File: config.mk
export PLATFORM = sky130hd
export DESIGN_NAME = dp_seq_datapath_flat
export DESIGN_NICKNAME = d
export VERILOG_FILES = /design/src/rtl/dp_pkg.sv /design/src/rtl/dp_seq_datapath_if.sv /design/src/rtl/dp_regfile.sv /design/src/rtl/dp_seq_datapath.sv /design/src/flat_wrapper.sv
export SDC_FILE = /design/constraint.sdc
export NUM_CORES = 1
export LEC_CHECK = 0
export BUFFER_PORTS_ARGS = -buffer_cell sky130_fd_sc_hd__buf_4
export CAP_MARGIN = 30
export CORE_ASPECT_RATIO = 1.5
export CORE_MARGIN = 2
export CORE_UTILIZATION = 55
export CTS_CLUSTER_SIZE = 30
export DETAILED_ROUTE_END_ITERATION = 12
export HOLD_SLACK_MARGIN = 0.08
export PLACE_DENSITY = 0.73
export SETUP_SLACK_MARGIN = 0.5
export SYNTH_ARGS = -nofsm -noshare
export SYNTH_HDL_FRONTEND = slang
export SYNTH_SLANG_ARGS = --single-unit
export TNS_END_PERCENT = 10
File: constraint.sdc
create_clock -name clk -period 4.7 [get_ports clk]
set_input_delay 0.47 -clock clk [delete_from_list [all_inputs] [get_ports clk]]
set_output_delay 0.47 -clock clk [all_outputs]
set_load 0.01 [all_outputs]
File: src/rtl/dp_pkg.sv
// Shared types for the self-sequencing datapath: opcodes, shift modes, FSM states, status bits.
// Helpers classify ops that write a register or may skip the operand-read states.
package dp_pkg;

  typedef enum logic [2:0] {
    OP_MOVI = 3'd0,
    OP_MOV  = 3'd1,
    OP_ADD  = 3'd2,
    OP_CMP  = 3'd3,
    OP_AND  = 3'd4,
    OP_MVN  = 3'd5,
    OP_LDM  = 3'd6,
    OP_NOP  = 3'd7
  } op_e;

  typedef enum logic [1:0] {
    SH_NONE = 2'd0,
    SH_LSL1 = 2'd1,
    SH_LSR1 = 2'd2,
    SH_ASR1 = 2'd3
  } shift_e;

  typedef enum logic [2:0] {
    ST_IDLE = 3'd0,
    ST_RDA  = 3'd1,
    ST_RDB  = 3'd2,
    ST_EXE  = 3'd3,
    ST_WB   = 3'd4
  } state_e;

  localparam int STAT_Z = 0;
  localparam int STAT_N = 1;
  localparam int STAT_V = 2;

  function automatic logic op_writes(input op_e op);
    return !(op == OP_CMP || op == OP_NOP);
  endfunction

  // Ops whose result does not depend on A or B.
  function automatic logic op_is_fast(input op_e op);
    return (op == OP_MOVI || op == OP_LDM || op == OP_NOP);
  endfunction

endpackage

File: src/rtl/dp_seq_datapath_if.sv
// Command/response bundle between decoder (master) and datapath (slave).
// mdata travels with the command side since the decoder's memory path supplies it.
interface dp_seq_datapath_if #(
  parameter int DW   = 16,
  parameter int NREG = 8
);
  localparam int AW = $clog2(NREG);

  logic          cmd_valid;
  logic          cmd_ready;
  logic [2:0]    cmd_op;
  logic [AW-1:0] cmd_rd;
  logic [AW-1:0] cmd_rn;
  logic [AW-1:0] cmd_rm;
  logic [1:0]    cmd_shift;
  logic [DW-1:0] cmd_imm;
  logic [DW-1:0] mdata;
  logic          rsp_valid;
  logic [DW-1:0] rsp_data;
  logic [2:0]    status;

  modport master (
    output cmd_valid, cmd_op, cmd_rd, cmd_rn, cmd_rm, cmd_shift, cmd_imm, mdata,
    input  cmd_ready, rsp_valid, rsp_data, status
  );

  modport slave (
    input  cmd_valid, cmd_op, cmd_rd, cmd_rn, cmd_rm, cmd_shift, cmd_imm, mdata,
    output cmd_ready, rsp_valid, rsp_data, status
  );
endinterface

File: src/rtl/dp_regfile.sv
// General register array: async-reset storage, one synchronous write port, one combinational read port.
module dp_regfile #(
  parameter int DW   = 16,
  parameter int NREG = 8
) (
  input  logic                    clk,
  input  logic                    rst_n,
  input  logic                    we,
  input  logic [$clog2(NREG)-1:0] waddr,
  input  logic [DW-1:0]           wdata,
  input  logic [$clog2(NREG)-1:0] raddr,
  output logic [DW-1:0]           rdata
);

  logic [DW-1:0] regs [NREG];

  always_ff @(posedge clk or negedge rst_n) begin
    if (!rst_n) begin
      for (int i = 0; i < NREG; i++) regs[i] <= '0;
    end else if (we) begin
      regs[waddr] <= wdata;
    end
  end

  assign rdata = regs[raddr];

endmodule

File: src/rtl/dp_seq_datapath.sv
// Self-sequencing datapath: IDLE -> RDA -> RDB -> EXE -> WB, one command per 5 cycles, rsp_valid 1-cycle pulse.
// Define DP_FASTPATH_EN to let MOVI/LDM/NOP jump IDLE -> EXE (A/B left untouched).
module dp_seq_datapath
  import dp_pkg::*;
#(
  parameter int DW   = 16,
  parameter int NREG = 8
) (
  input  logic                clk,
  input  logic                rst_n,
  dp_seq_datapath_if.slave    bus
);

  localparam int AW = $clog2(NREG);

  state_e        state_q, state_d;
  op_e           op_q;
  shift_e        shift_q;
  logic [AW-1:0] rd_q, rn_q, rm_q;
  logic [DW-1:0] imm_q;
  logic [DW-1:0] a_q, b_q, c_q;
  logic [2:0]    status_q;
  logic          rsp_valid_q;

  logic          accept;
  logic [DW-1:0] bs, diff, result;
  logic [2:0]    cmp_flags;
  logic          rf_we;
  logic [AW-1:0] rf_raddr;
  logic [DW-1:0] rf_rdata;

  assign bus.cmd_ready = (state_q == ST_IDLE);
  assign accept        = bus.cmd_valid && bus.cmd_ready;

  always_ff @(posedge clk or negedge rst_n) begin
    if (!rst_n) state_q <= ST_IDLE;
    else        state_q <= state_d;
  end

  always_comb begin
    state_d = state_q;
    case (state_q)
      ST_IDLE: begin
        if (bus.cmd_valid) begin
`ifdef DP_FASTPATH_EN
          state_d = op_is_fast(op_e'(bus.cmd_op)) ? ST_EXE : ST_RDA;
`else
          state_d = ST_RDA;
`endif
        end
      end
      ST_RDA:  state_d = ST_RDB;
      ST_RDB:  state_d = ST_EXE;
      ST_EXE:  state_d = ST_WB;
      ST_WB:   state_d = ST_IDLE;
      default: state_d = ST_IDLE;
    endcase
  end

  always_comb begin
    bs = b_q;
    case (shift_q)
      SH_LSL1: bs = {b_q[DW-2:0], 1'b0};
      SH_LSR1: bs = {1'b0, b_q[DW-1:1]};
      SH_ASR1: bs = {b_q[DW-1], b_q[DW-1:1]};
      default: bs = b_q;
    endcase
  end

  always_comb begin
    diff   = a_q - bs;
    result = c_q;
    case (op_q)
      OP_MOVI: result = imm_q;
      OP_MOV:  result = bs;
      OP_ADD:  result = a_q + bs;
      OP_CMP:  result = diff;
      OP_AND:  result = a_q & bs;
      OP_MVN:  result = ~bs;
      OP_LDM:  result = bus.mdata;
      default: result = c_q;
    endcase
    cmp_flags         = '0;
    cmp_flags[STAT_Z] = (diff == '0);
    cmp_flags[STAT_N] = diff[DW-1];
    cmp_flags[STAT_V] = (a_q[DW-1] != bs[DW-1]) && (diff[DW-1] != a_q[DW-1]);
  end

  // Command fields are only captured on accept, so changes while busy are ignored.
  always_ff @(posedge clk or negedge rst_n) begin
    if (!rst_n) begin
      op_q        <= OP_MOVI;
      shift_q     <= SH_NONE;
      rd_q        <= '0;
      rn_q        <= '0;
      rm_q        <= '0;
      imm_q       <= '0;
      a_q         <= '0;
      b_q         <= '0;
      c_q         <= '0;
      status_q    <= '0;
      rsp_valid_q <= 1'b0;
    end else begin
      rsp_valid_q <= (state_q == ST_WB);
      if (accept) begin
        op_q    <= op_e'(bus.cmd_op);
        shift_q <= shift_e'(bus.cmd_shift);
        rd_q    <= bus.cmd_rd;
        rn_q    <= bus.cmd_rn;
        rm_q    <= bus.cmd_rm;
        imm_q   <= bus.cmd_imm;
      end
      if (state_q == ST_RDA) a_q <= rf_rdata;
      if (state_q == ST_RDB) b_q <= rf_rdata;
      if (state_q == ST_EXE) begin
        c_q <= result;
        if (op_q == OP_CMP) status_q <= cmp_flags;
      end
    end
  end

  assign rf_raddr = (state_q == ST_RDA) ? rn_q : rm_q;
  assign rf_we    = (state_q == ST_WB) && op_writes(op_q);

  dp_regfile #(.DW(DW), .NREG(NREG)) u_regfile (
    .clk   (clk),
    .rst_n (rst_n),
    .we    (rf_we),
    .waddr (rd_q),
    .wdata (c_q),
    .raddr (rf_raddr),
    .rdata (rf_rdata)
  );

  assign bus.rsp_valid = rsp_valid_q;
  assign bus.rsp_data  = c_q;
  assign bus.status    = status_q;

endmodule

File: src/flat_wrapper.sv
// flat-port wrapper written by rule: the top's interface ports become plain ports
module dp_seq_datapath_flat import dp_pkg::*;
#(
  parameter int DW   = 16,
  parameter int NREG = 8
)
  (clk, rst_n, bus_cmd_valid, bus_cmd_op, bus_cmd_rd, bus_cmd_rn, bus_cmd_rm, bus_cmd_shift, bus_cmd_imm, bus_mdata, bus_cmd_ready, bus_rsp_valid, bus_rsp_data, bus_status);
  dp_seq_datapath_if #(.DW(DW), .NREG(NREG)) bus_i ();
  input  logic clk;
  input  logic rst_n;
  input wire logic [$bits(bus_i.cmd_valid)-1:0] bus_cmd_valid;
  input wire logic [$bits(bus_i.cmd_op)-1:0] bus_cmd_op;
  input wire logic [$bits(bus_i.cmd_rd)-1:0] bus_cmd_rd;
  input wire logic [$bits(bus_i.cmd_rn)-1:0] bus_cmd_rn;
  input wire logic [$bits(bus_i.cmd_rm)-1:0] bus_cmd_rm;
  input wire logic [$bits(bus_i.cmd_shift)-1:0] bus_cmd_shift;
  input wire logic [$bits(bus_i.cmd_imm)-1:0] bus_cmd_imm;
  input wire logic [$bits(bus_i.mdata)-1:0] bus_mdata;
  output wire logic [$bits(bus_i.cmd_ready)-1:0] bus_cmd_ready;
  output wire logic [$bits(bus_i.rsp_valid)-1:0] bus_rsp_valid;
  output wire logic [$bits(bus_i.rsp_data)-1:0] bus_rsp_data;
  output wire logic [$bits(bus_i.status)-1:0] bus_status;
  assign bus_i.cmd_valid = bus_cmd_valid;
  assign bus_i.cmd_op = bus_cmd_op;
  assign bus_i.cmd_rd = bus_cmd_rd;
  assign bus_i.cmd_rn = bus_cmd_rn;
  assign bus_i.cmd_rm = bus_cmd_rm;
  assign bus_i.cmd_shift = bus_cmd_shift;
  assign bus_i.cmd_imm = bus_cmd_imm;
  assign bus_i.mdata = bus_mdata;
  assign bus_cmd_ready = bus_i.cmd_ready;
  assign bus_rsp_valid = bus_i.rsp_valid;
  assign bus_rsp_data = bus_i.rsp_data;
  assign bus_status = bus_i.status;
  dp_seq_datapath #(.DW(DW), .NREG(NREG)) u_core (.clk(clk), .rst_n(rst_n), .bus(bus_i));
endmodule
Word-level counts from Yosys, hierarchy flattened:

Index checks and enable logic that the tools add are counted.

* register bits after elaboration: 213
* output and inout port bits: 21

* add/sub/neg operators: 2
* order comparisons: 3
* eq/ne operators: 17
* muxes and demuxes: 11
* bitwise gates (word level): 4
* reduce and logical (&&, ||, !) cells: 12

Operators by type and width (count)
* $bwmux 128: 1
* $pmux 16 s7: 1
* $bmux 16 s3: 1
* $demux 16 s3: 1
* $mux 16: 3
* $pmux 16 s3: 1
* $add 16x16->16: 1
* $and 16x16->16: 1
* $logic_not 16->1: 1
* $not 16->16: 1
* $sub 16x16->16: 1
* $eq 3x3->1 const B: 5
* $eq 3x2->1 const B: 4
* $pmux 3 s4: 1
* $ge 4x4->1 const B: 2
* $not 3->4: 2
* $reduce_bool 7->1: 1
* $eq 3x1->1 const B: 2
* $logic_not 3->1: 2
* $mux 3: 2
* $eq 2x2->1 const B: 2
* $logic_and 1x1->1: 4
* $lt 4x1->1 const B: 1
* $reduce_and 2->1: 2
* other kinds (5): 6

Logic depth before layout (Yosys ltp):

Gate-level depths: netlist (run 1).

* word-level depth: 6
* gate-level depth with buffers: 16
* gate-level depth less buffers: 14

By module:

From an unflattened synthesis (run 1), not the netlist that was laid out.

* cells, all modules: 968
* area, all modules: 11902.7 sq um

Modules (own cells, without submodules)
* dp_seq_datapath: times used 1, cells an instance 632, area an instance 5975.7 sq um, seq. area each 2127.0 sq um
* dp_regfile: times used 1, cells an instance 336, area an instance 5926.9 sq um, seq. area each 3203.1 sq um

Worst setup path after synthesis (run 1):

No wires, ideal clock.

* kind: reg-to-reg
* start: register u_core.shift_q[0]
* end: register u_core.status_q[0] (netlist: u_core.bus.status[0])
* setup time: 92 ps
* arrival: 3677 ps
* required time: 4608 ps
* slack: 931 ps
* stages on the path, launching flop included: 15
* clock period less this slack: 3769 ps
* path through: dfrtp_1 > clkbuf_1 > buf_2 > mux2i_1 > o21ai_0 > inv_1 > fa_1 > nor2b_2 > o311a_1 > o211ai_1 > a2bb2oi_1 > xnor2_1 > o311ai_0 > or4_1 > o31ai_2

* cells in the longest elaborated chain, start to end: 4

Ends and longest elaborated chain
* from (decl): RTL line dp_seq_datapath.sv:18 `shift_e shift_q;`
* from (signal assigned): RTL line dp_seq_datapath.sv:107 `shift_q <= shift_e'(bus.cmd_shift);`
* $eq 2x2->1 or $eq 2x1->1 (tied branches): RTL line dp_seq_datapath.sv:62 `case (shift_q)`
* $pmux 16 s3 *: RTL line dp_seq_datapath.sv:62
* $sub 16x16->16 *: RTL line dp_seq_datapath.sv:71 `diff = a_q - bs;`
* $logic_not 16->1 *: RTL line dp_seq_datapath.sv:84 `cmp_flags[STAT_Z] = (diff == '0);`
* to (signal assigned): RTL line dp_seq_datapath.sv:117 `if (op_q == OP_CMP) status_q <= cmp_flags;`
* to (decl): RTL line dp_seq_datapath.sv:22 `logic [2:0] status_q;`

Mark *: on every way between the ends. The rest lies on a longest branch, timed or not.
A chain may end at the register's enable or synchronous reset.

Worst setup path in the final report (run 1):

Ends and elaborated chain as after synthesis.

==> results of run 1 <==
[timing repair]
action                     CTS  global route
resized for setup            1             5
buffers inserted             0             0
setup endpoints to repair    1             3
[stage by stage]
step	std cells	hold WS [ns]	utilization, %	setup slack, ns	instance area [sq um]
floorplan	1022	0.174	-	0.931	11700
global route	1357	0.145	63.6	0.488	13300
CTS	1357	0.114	63.5	0.546	13300
finish	1357	0.0233	63.6	0.705	13300
detailed placement	1319	0.488	59.8	0.347	12500
global placement	1316	0.481	59.5	0.389	12500
[cells in the mapped netlist, drive strengths merged, types with 4 or more instances]
cell type,count
a211oi,8
a221oi,6
a21oi,95
o211ai,4
o22a,4
ha,35
nand2,32
nor3b,7
nor2b,10
nand3b,5
xnor2,10
xor2,7
a21o,5
or3,10
inv,34
o21ai,33
o22ai,23
nor2,78
dfrtp,213
clkbuf,37
nor3,14
and2,5
buf,26
mux4,32
a31oi,6
nand3,13
mux2i,46
nand2b,6
mux2,161
[kinds of logic (layout without fill, tap and decap cells)]
family	Yosys count	in the layout	share of synthesized area [%]
AOI/OAI and AO/OA	223	223	11.9
xor gates and xnor gates	17	17	1.27
and+or+nand+nor	196	196	8.30
muxes	239	239	25.6
buffers and inverters	97	164	3.40
DFF	213	213	45.5
adders and majority gates	37	37	4.08
[path summary, 6_finish.rpt]
kind                                                 from                        end  cells past startpoint
max in group asynchronous                           rst_n            u_core.imm_q[7]                      2
worst min-delay path                                rst_n  u_core.u_regfile.regs[17]                      1
min in group clk                            bus_cmd_rd[1]             u_core.rd_q[1]                      2
worst max register to register          u_core.shift_q[0]       u_core.bus.status[0]                     11
worst max-delay path                    u_core.shift_q[0]       u_core.bus.status[0]                     11
worst min register to register  u_core.u_regfile.regs[60]  u_core.u_regfile.regs[60]                      1
[cell type report]
class	count	share of cell area [%]
Clock buffer	30	4.89
Inverter	34	0.956
Timing Repair Buffer	92	5.49
Sequential cell	213	40.0
Clock inverter	8	0.910
Multi-Input combinational cell	712	45.3
Tap cell	268	2.51
[flip-flops by register name, summed over array words and instances, names as in the netlist]
name and count:
u_core.state_q 3, u_core.shift_q 2, u_core.op_q 3, u_core.rn_q 3, u_core.bus.rsp_data 16, u_core.a_q 16
u_core.b_q 16, u_core.bus.status 3, u_core.rm_q 3, u_core.imm_q 16, u_core.u_regfile.regs 128, u_core.bus.rsp_valid 1
u_core.rd_q 3
[metal layers]
layer  share of wire [%]  vias to the layer above  global-route usage, %
met2                  51                      285                   48.1
met1                  41                     4314                   35.5
met4                 4.2                        0                   11.7
li1                    -                     3884                      -
met3                 4.2                       95                   2.94
met5                   0                        -                      0
[critical path: stages, from the launching register on]
cell and delay [ns]:
dfrtp_4 0.57, mux2_2 0.37, mux2i_1 0.28, inv_1 0.08, ha_1 0.40, nor2_1 0.35
nor3_1 0.11, o31a_1 0.31, nor3b_1 0.50, o2111ai_1 0.18, or4_1 0.57, o31ai_2 0.18
==> run metrics, run 1 <==
status=completed; total number of vias=8,578; final setup fails=0; root buffer cell=clkbuf_16; Worst Path Max Fanout=13; #FFs+latches synth=about 210; Slew Limit Headroom=between 30% and 40%; multi-input logic area=around 6000 sq um; # IOs=70; Worst-Skew Late Latency=around 0.5 ns; Synth top area share=45.5%; ANT nets after route=0; Synth Net Count=1,108; layout cells sized above 1=31.4%; Vias/cell=around 6.3; max frequency=~250 MHz; Die Wd=about 120 um; DRC viols=0; top post-synthesis cells by area=dfrtp_1 46%, mux2_2 15%, mux4_2 6.2%; Post-synth EDFFs=0; routability-driven placement congestion ratio=around 1; HP Class=in2async; DR pass1 iterations=5; Synthesis Warnings=0; crit share post-route=85.0%; Initial Utilization=around 56%; cell count after synthesis=a little over 1,000; Detailed Route WL=30,300 um; Die Height=183 um; Die ar.=~23,000 sq um; cell taking the most area after synthesis=dfrtp_1; maxcap violations=0; GRT overflow=0; FP Rows=65; IO Port Bufs=69; number of global-route vias before repair=approximately 9,000; Avg Cell Area, Syn=11.5 sq um; r2r setup slk=~0.71 ns; CTS tree=built; CTS Buffer Depth=3; clock sinks=213; H-tree depth=1; Synth Flop Type=dfrtp_1; Critical Path RT=a little over 5 ns; critical path type=reg2reg; first-iteration detailed-routing DRC count=roughly 640; commonest cells after routing, fill and taps aside=212 x dfrtp_1, 161 x mux2_2, 95 x a21oi_1; most common cell after layout, fill and taps aside=dfrtp_1; CTS Hold Buffers Added=0; CP startpoint kind=flop; RSZ-0062 raised after global routing=true; final net count=around 1,200; CP arrival=4.42 ns; Seq. cell area=approximately 5300 sq um; Hold Vio Cnt, Final=0; Synth async-reset ratio=100%; Total GRT Usage=27.9%; initial antenna violation count=0; pin count of the biggest net entering global routing=approximately 110; Final HPWL DP=between 20,000 and 25,000 um; setup_tns=0 ns; Synth Cell Area=~12,000 sq um; Worst Setup End Kind=flop; per-cell routed wire length=around 22 um; ANT cells=0; crit path time final=between 3 and 4 ns; Unique masters post-synth=72; area growth from synthesis to layout=13.9%; Tightest Pin Transition=0.987 ns; max-slew violations=0; Clock Pin Slew Worst Setup and Hold Paths=approximately 0.070 ns; first-pass GRT wire length=a little under 50,000 um; CTS Buf Count=22; register area share after synthesis=45.5%; Setup Skew=0.0234 ns; Core Region=roughly 21,000 sq um; # fillers=1,644
Power of run 1 is left out: the tool's default activity adds up to more than one toggle a clock period on the data nets, which glitch-free logic cannot reach.
==> run 2: changes to the inputs <==
clock period = 4.01 ns   (was 4.7 ns; I/O delays follow)
==> run metrics, run 2 (synthesized netlist as in run 1, its figures left out) <==
status=completed (unchanged); Tightest Pin Transition=0.953 ns (was 0.987 ns); final net count=1,186 (was 1,161); max incr delay on CP=0.46 ns (was 0.57 ns); r2r setup slk=0.63 ns (was 0.71 ns); Buf+Inv Stages, Crit Path=2 (was 1); # IOs=70 (unchanged); clock sinks=213 (unchanged); initial antenna violation count=0 (unchanged); layout cells sized above 1=35.5% (was 31.4%); Critical Path RT=4.41 ns (was 5.12 ns); Worst Path Max Fanout=7 (was 13); HP Class=in2reg (was in2async); crit share post-route=84.4% (was 85.0%); Detailed Route WL=30,500 um (was 30,300 um); GRT overflow=0 (unchanged); CTS tree=built (unchanged); # fillers=1,618 (was 1,644); IO Port Bufs=69 (unchanged); CTS Buffer Depth=3 (unchanged); FP Rows=65 (unchanged); first-pass GRT wire length=47,900 um (was 48,300 um); critical path type=reg2reg (unchanged); CP arrival=3.79 ns (was 4.42 ns); Total GRT Usage=27.6% (was 27.9%); Slew Limit Headroom=36.5% (was 34.2%); Final HPWL DP=21,000 um (was 21,200 um); critical path's top delay family=compound AO/OA/AOI/OAI gates (was simple AND/OR/NAND/NOR gates); CP Cell Sequence=buf_4 > mux2i_1 > nor2_1 > a21oi_1 > inv_1 > ha_4 > o21ai_1 > o21ai_2 > a41oi_2 > o211a_4 > or4b_1 > a31oi_1 > a2111oi_1 > nor3_1 (was mux2_2 > mux2i_1 > inv_1 > ha_1 > nor2_1 > nor3_1 > o31a_1 > nor3b_1 > o2111ai_1 > or4_1 > o31ai_2); Setup Skew=0.0121 ns (was 0.0234 ns); routability-driven placement congestion ratio=0.944 (was 0.989); Critical Path Slowest Stage Cell=or4b_1 (was dfrtp_4); Die ar.=22,500 sq um (unchanged); Die Wd=123 um (unchanged); max frequency=295 MHz (was 250 MHz); CTS Buf Count=21 (was 22); Worst-Skew Late Latency=0.50 ns (about the same); stages on the worst setup path=14 (was 11); Top reg by flops=u_core.u_regfile.regs (unchanged); Die Height=183 um (unchanged); most common cell after layout, fill and taps aside=dfrtp_1 (unchanged); Clock Pin Slew Worst Setup and Hold Paths=0.07 ns (about the same); area growth from synthesis to layout=16.7% (was 13.9%); hold depth=2; Vias/cell=6.31 (was 6.32); first-iteration detailed-routing DRC count=688 (was 641); Core Region=21,000 sq um (unchanged); RSZ-0062 raised after global routing=true (unchanged); per-cell routed wire length=22.1 um (was 22.4 um); Hold Vio Cnt, Final=0 (unchanged); crit path time final=3.38 ns (was 3.99 ns); root buffer cell=clkbuf_16 (unchanged); Reg2Reg Depth=14 (was 11); ANT nets after route=0 (unchanged); Worst Setup End Kind=flop (unchanged); ANT cells=0 (unchanged); max-slew violations=0 (unchanged); pin count of the biggest net entering global routing=114 (was 112); total number of vias=8,724 (was 8,578); setup_tns=0 ns (unchanged); max FFs per register=128 (unchanged); DRC viols=0 (unchanged); number of global-route vias before repair=8,968 (was 8,906); Initial Utilization=55.8% (unchanged); maxcap violations=0 (unchanged); H-tree depth=1 (unchanged); commonest cells after routing, fill and taps aside=211 x dfrtp_1, 161 x mux2_2, 110 x buf_4 (was 212 x dfrtp_1, 161 x mux2_2, 95 x a21oi_1); DR pass1 iterations=5 (unchanged); final setup fails=0 (unchanged); CP startpoint kind=flop (unchanged)
==> run 2: repair_timing <==
item                                    CTS  global route
pin swaps                                 2             9
hold buffers                              1             0
setup buffers                             5             2
hold endpoints to repair                 27             0
endpoints found under the setup margin    7             8
resized for setup                        16            37
==> run 2: layer usage <==
layer | global-route usage (%) | up-vias | share of wire [%]
met2 | 46.6 | 291 | 51
met4 | 13.3 | 0 | 4.5
met5 | 0 | - | 0
met3 | 3.78 | 97 | 4.1
met1 | 34.5 | 4411 | 40
li1 | - | 3925 | -
==> run 2: path summary, 6_finish.rpt <==
check | start | end
setup reg to reg | u_core.shift_q[0] | u_core.bus.rsp_data[13]
max in group asynchronous | rst_n | u_core.shift_q[0]
hold reg to reg | u_core.u_regfile.regs[40] | u_core.u_regfile.regs[40]
hold / removal | bus_cmd_imm[6] | u_core.imm_q[6]
setup / recovery | u_core.shift_q[0] | u_core.bus.rsp_data[13]
min in group asynchronous | rst_n | u_core.u_regfile.regs[64]
==> run 2: layout make-up <==
class                      count  area [sq um]  share of cell area, %
multi-input combinational    712          6250                   45.7
sequential                   213          5330                   39.0
timing repair buffer         118           946                   6.92
clock buffer                  33           631                   4.61
tap                          268           335                   2.45
inverter                      34           128                  0.934
clock inverter                 4          52.6                  0.384
==> run 2: worst reg2reg max path: stages, from the launching register on <==
cell	delay, ns
dfrtp_2	0.45
buf_4	0.17
mux2i_1	0.20
nor2_1	0.05
a21oi_1	0.16
inv_1	0.10
ha_4	0.33
o21ai_1	0.15
o21ai_2	0.27
a41oi_2	0.19
o211a_4	0.29
or4b_1	0.46
a31oi_1	0.15
a2111oi_1	0.09
nor3_1	0.23
==> run 2: through the flow <==
step | util, % | setup WS (ns) | hold slack (ns) | instances | area (sq um)
after floorplan | - | 0.503 | 0.105 | 1022 | 11700
after global placement | 60.3 | 0.167 | 0.482 | 1335 | 12700
after detailed placement | 60.5 | 0.183 | 0.487 | 1337 | 12700
after CTS | 64.2 | 0.480 | 0.120 | 1380 | 13500
after global routing | 65.2 | 0.479 | 0.122 | 1382 | 13700
final | 65.2 | 0.625 | 0.133 | 1382 | 13700
Power of run 2 is left out for the same reason.
